## config.mk

```make
export PLATFORM = sky130hd
export DESIGN_NAME = id_ex_ctrl_stage
export DESIGN_NICKNAME = d
export VERILOG_FILES = /design/src/rtl/core_ctrl_pkg.sv /design/src/rtl/bubble_counter.sv /design/src/rtl/id_ex_ctrl_stage.sv
export SDC_FILE = /design/constraint.sdc
export NUM_CORES = 1
export LEC_CHECK = 0
export CAP_MARGIN = 5
export CORE_UTILIZATION = 30
export CTS_CLUSTER_DIAMETER = 50
export DETAILED_ROUTE_END_ITERATION = 16
export PLACE_DENSITY_LB_ADDON = 0.15
export SYNTH_ARGS = -nofsm -noshare
export SYNTH_HDL_FRONTEND = slang
export SYNTH_SLANG_ARGS = --single-unit
```

## constraint.sdc

```tcl
create_clock -name clk_i -period 1.5 [get_ports clk_i]
set_input_delay 0.15 -clock clk_i [delete_from_list [all_inputs] [get_ports clk_i]]
set_output_delay 0.15 -clock clk_i [all_outputs]
set_load 0.03 [all_outputs]
```

## src/rtl/core_ctrl_pkg.sv

```systemverilog
// Shared layout of the decoded MIPS control bundle so that decode, ID/EX and EX
// agree on field positions and on what a bubble looks like.
package core_ctrl_pkg;

  localparam int CTRL_W = 11;

  // Bundle layout, MSB first: {RegDst, ALUSrc, MemToReg, RegWrite, MemWrite,
  // MemRead, Branch, Jump, ExtOp, ALUOp[1:0]}
  localparam int REG_DST_BIT    = 10;
  localparam int ALU_SRC_BIT    = 9;
  localparam int MEM_TO_REG_BIT = 8;
  localparam int REG_WRITE_BIT  = 7;
  localparam int MEM_WRITE_BIT  = 6;
  localparam int MEM_READ_BIT   = 5;
  localparam int BRANCH_BIT     = 4;
  localparam int JUMP_BIT       = 3;
  localparam int EXT_OP_BIT     = 2;
  localparam int ALU_OP_LSB     = 0;
  localparam int ALU_OP_W       = 2;

  typedef logic [CTRL_W-1:0] ctrl_t;

  localparam ctrl_t CTRL_NOP = '0;

  // True when the bundle can change architectural state (register file or memory).
  function automatic logic ctrlWritesState(input ctrl_t ctrl);
    return ctrl[REG_WRITE_BIT] | ctrl[MEM_WRITE_BIT];
  endfunction

endpackage

```

## src/rtl/bubble_counter.sv

```systemverilog
// Bubble-run down-counter for the ID/EX stage: decides when a bubble is written,
// drives the upstream stall, and keeps a saturating count of inserted bubbles.
module bubble_counter #(
  parameter int CNT_W  = 3,
  parameter int PERF_W = 16
) (
  input  logic              clk_i,
  input  logic              rst_i,
  input  logic              hold_i,
  input  logic              flush_i,
  input  logic              start_i,
  input  logic [CNT_W-1:0]  len_i,
  output logic              stall_o,
  output logic              bubble_o,
  output logic [CNT_W-1:0]  cnt_o,
  output logic [PERF_W-1:0] total_o
);
  import core_ctrl_pkg::*;

  logic [CNT_W-1:0]  cntReg, cntNext;
  logic [PERF_W-1:0] totalReg, totalNext;
  logic              runActive;
  logic              startOk;

  assign runActive = (cntReg != '0);
  // A new run is only accepted once the previous one has fully drained.
  assign startOk   = start_i & ~runActive & (len_i != '0);
  assign stall_o   = ~flush_i & (runActive | startOk);

  always_comb begin
    cntNext  = cntReg;
    bubble_o = 1'b0;
    if (flush_i) begin
      cntNext  = '0;
      bubble_o = 1'b1;
    end else if (hold_i) begin
      cntNext  = cntReg;
    end else if (startOk) begin
      cntNext  = len_i - 1'b1;
      bubble_o = 1'b1;
    end else if (runActive) begin
      cntNext  = cntReg - 1'b1;
      bubble_o = 1'b1;
    end
  end

  assign totalNext = (bubble_o && (totalReg != '1)) ? totalReg + 1'b1 : totalReg;

  always_ff @(posedge clk_i or posedge rst_i) begin
    if (rst_i) begin
      cntReg   <= '0;
      totalReg <= '0;
    end else begin
      cntReg   <= cntNext;
      totalReg <= totalNext;
    end
  end

  assign cnt_o   = cntReg;
  assign total_o = totalReg;

endmodule

```

## src/rtl/id_ex_ctrl_stage.sv

```systemverilog
// ID/EX control-bundle register with freeze, single-bubble flush and counted
// multi-cycle bubble injection.
module id_ex_ctrl_stage #(
  parameter int                 CTRL_W    = core_ctrl_pkg::CTRL_W,
  parameter logic [CTRL_W-1:0]  NOP_VALUE = {CTRL_W{1'b0}},
  parameter int                 CNT_W     = 3,
  parameter int                 PERF_W    = 16
) (
  input  logic              clk_i,
  input  logic              rst_i,
  input  logic [CTRL_W-1:0] ctrl_i,
  input  logic              valid_i,
  input  logic              hold_i,
  input  logic              flush_i,
  input  logic              bubble_start_i,
  input  logic [CNT_W-1:0]  bubble_len_i,
  output logic [CTRL_W-1:0] ctrl_o,
  output logic              valid_o,
  output logic              stall_o,
  output logic [CNT_W-1:0]  bubble_cnt_o,
  output logic [PERF_W-1:0] bubble_total_o
);
  import core_ctrl_pkg::*;

  logic [CTRL_W-1:0] ctrlReg;
  logic              validReg;
  logic              bubble;

  bubble_counter #(
    .CNT_W  (CNT_W),
    .PERF_W (PERF_W)
  ) uBubbleCounter (
    .clk_i    (clk_i),
    .rst_i    (rst_i),
    .hold_i   (hold_i),
    .flush_i  (flush_i),
    .start_i  (bubble_start_i),
    .len_i    (bubble_len_i),
    .stall_o  (stall_o),
    .bubble_o (bubble),
    .cnt_o    (bubble_cnt_o),
    .total_o  (bubble_total_o)
  );

  // bubble already encodes flush-over-hold priority, so hold only gates passthrough.
  always_ff @(posedge clk_i or posedge rst_i) begin
    if (rst_i) begin
      ctrlReg  <= NOP_VALUE;
      validReg <= 1'b0;
    end else if (bubble) begin
      ctrlReg  <= NOP_VALUE;
      validReg <= 1'b0;
    end else if (!hold_i) begin
      ctrlReg  <= ctrl_i;
      validReg <= valid_i;
    end
  end

  assign ctrl_o  = ctrlReg;
  assign valid_o = validReg;

endmodule

```

==> impl_metrics.toml <==
[clocking]
cts_max_path_buffers = 2
cts_hold_buf = 0
cts_tree = "done"
htreeDepth = 2
cts_sinks = 31
cts_root_buffer = "clkbuf_8"
cts-buffers-inserted = 5
clk_pin_slew_ns = 0.06
worstSkewPairLatency_ns = 0.28

[job]
drv_cap = 0

[layout]
ff_latch_area_sq_um = 798
drive_gt1_share_pct = 47.0
layout.nets = 256
nFillCells = 471
area_delta_synth_final_pct = 77.3
multi_input_area_sq_um = 936
diodes = 0

[yosys]
synth_area_per_cell_sq_um = 12.0
synth_cell_types = 41
synth-xor-area-share_pct = 6.63
synth-simple-area-share_pct = 20.6
ys_seq_elements = 31
async_flop_share_pct = 100
synth_top_area_share_pct = 48.9
synth_flop_cell = "dfrtp_1"
synth_edf_count = 0
synth_top_area_cell = "dfrtp_1"
netlist_top_cells_area = "dfrtp_1 (49%), a22o_1 (6.6%), xor2_1 (6.1%), nor4_4 (2.7%), nand2_1 (2.6%)"
synth_compound_area_share_pct = 15.7
synthMuxAreaShare_pct = 2.84
yosysWarningCount = 0
synth_nets = 154
syn_area_sq_um = 1590
synth_top_family_by_area = "simple AND/OR/NAND/NOR gates"
synth_cells = 132
seq_area_frac_synth_pct = 48.9
synthAdderAreaFrac_pct = 1.58

[route]
wl_per_cell_um = 13.2
ant_nets = 0
drt-total-wl_mm = 4.02
drc = 0
vias_per_cell = 4.77
drtIter0Drc = 49
dr_total_vias = 1451
drtPass1Iterations = 4

[status]
violations = "negative setup slack"
outcome = "finished with violations"

[floorplan]
die_area_sq_um = 5580
die_x_um = 74.7
io_pins = 52
start_util_pct = 31.0
core_area_sq_um = 5110
num_rows = 26
die_y_um = 74.7

[global_route]
grt_pass1_wl_mm = 6.18
grt_overflow = 0
grtUsageTotal_pct = 14.6
grt_max_degree = 32
antenna_found_initial = 0
grt_pass1_vias = 1411

[place]
routabilityCongestion = 0.815
pre_cts_ws_ns = -0.438
hpwl_mm = 2.94
portBuffers = 51

[sta]
slew_violations = 0
slew_headroom_pct = 74.3
clock.fmax_ghz = 0.640
tightest_slew_ns = 0.385
fin_skew_ns = 0.00561
finalSetupViolations = 5
rsz0062_at_grt = "yes"
hold_ws_ns = 0.269
fin_crit_ns = 1.56
hold_viol_final = 0
fin_ws_ns = -0.0629
period_share_pct = 104

[pwr]
power_density_nw_per_um2 = 1370
peakVddDrop_v = 0.000784
power.total_uw = 3860
leakagePower_uw = 0.00125

[setup_path]
ff2ff_path_depth = 7
cp-start-kind = "register"
regToRegEndpoint = "uBubbleCounter.total_o[0]"
end_kind = "register"
reg2reg_slack_ns = -0.06
critPathArrivalTime_ns = 1.72
critPathRequiredTime_ns = 1.66
worstReg2RegStart = "uBubbleCounter.total_o[2]"
path_class = "reg -> reg"
crit_fanout = 5

[worst_hold_path]
holdCritPathClass = "in -> async"
[cells in the final DEF, fill, tap and decap left out, types with 2 or more instances in the layout]
cell	synthesis	final
clkdlybuf4s50_1	0	25
and2_4	0	2
mux2_4	0	4
a22o_1	12	12
a31oi_1	3	2
a211oi_2	0	3
a2111oi_4	0	2
inv_1	4	3
buf_6	2	6
nand3_1	7	6
nor4b_4	0	2
a211oi_1	5	2
a21oi_1	2	2
nor3_2	1	3
nor2_1	3	3
nand4_4	1	2
clkbuf_8	0	6
dfrtp_2	0	18
xor2_1	11	11
buf_4	1	43
nand2_1	11	10
dfrtp_1	31	13
nor4_4	2	6
dlygate4sd2_1	0	24
[final cells by class]
cell class	instances	area share, %
repair buffers	101	31.4
well taps	70	3.12
clock inverters	1	0.178
flip-flops and latches	31	28.4
multi-input cells	91	33.3
clock buffers	6	2.94
inverters	4	0.623
[how the worst max path moves through the flow]
stage	slack, ns	end	from	depth (start not counted)
floorplan	-0.15	uBubbleCounter.total_o[14]	uBubbleCounter.total_o[7]	4
global placement	-0.40	uBubbleCounter.total_o[15]	bubble_len_i[0]	6
detailed placement	-0.44	uBubbleCounter.total_o[15]	bubble_len_i[0]	6
CTS	-0.09	uBubbleCounter.total_o[14]	uBubbleCounter.total_o[10]	4
global route	-0.12	uBubbleCounter.total_o[1]	uBubbleCounter.cnt_o[0]	4
finish	-0.06	uBubbleCounter.total_o[0]	uBubbleCounter.total_o[2]	7
[registers in the layout, summed over array words and instances (netlist names)]
| name | flops |
|---|---|
| uBubbleCounter.total_o | 16 |
| ctrl_o | 11 |
| uBubbleCounter.cnt_o | 3 |
| valid_o | 1 |
[synthesized netlist by cell type, types with 3 or more instances]
cell type   n
dfrtp_1    31
xor2_1     11
nand2_1    11
nor2_1      3
a211oi_1    5
a22o_1     12
inv_1       4
nand3_1     7
a31oi_1     3
[kinds of logic (layout without fill, tap and decap cells)]
kind of cell,Yosys count,after routing
AND/OR/NAND/NOR,44,44
adder cells (fa/ha/maj),2,2
multiplexers,4,4
flip-flops,31,31
XOR/XNOR,12,12
AO/OA/AOI/OAI,29,29
buffers and inverters,10,112
[metal layers]
| metal | GRT usage [%] | part of all wire [%] | routed length, um |
|---|---|---|---|
| met5 | 0 | 0 | 0 |
| met4 | 4.82 | 1.1 | 46 |
| met3 | 4.82 | 5.8 | 233 |
| met2 | 24.4 | 48 | 1950 |
| met1 | 17.8 | 45 | 1800 |
[worst max-delay path: stages, from the launching register on]
cell     delay (ns)
dfrtp_2        0.40
and4_4         0.23
and2_4         0.15
buf_4          0.12
a21o_1         0.19
buf_4          0.14
buf_6          0.10
xnor2_1        0.11
[power by group]
part | switching [uW] | total (uW) | internal [uW]
Clock | 279 | 638 | 359
Combinational | 1090 | 2000 | 902
Sequential | 163 | 1220 | 1060
Total | 1540 | 3860 | 2320
[repair_timing]
action | 4_1_cts | 5_1_grt
hold endpoints to repair | 0 | 0
resized for setup | 46 | 17
pin swaps | 6 | 7
setup endpoints to repair | 36 | 18
cloned | 0 | 0
setup buffers | 2 | 3
[stage by stage]
stage	cells	setup TNS (ns)	utilization [%]	cell area, sq um
floorplan	132	-0.799	-	1660
global placement	292	-6.21	49.9	2550
detailed placement	292	-6.80	49.9	2550
CTS	301	-0.242	53.1	2710
global route	304	-1.68	55.0	2810
finish	304	-0.145	55.0	2810
Power figures use the tool's default switching activity.
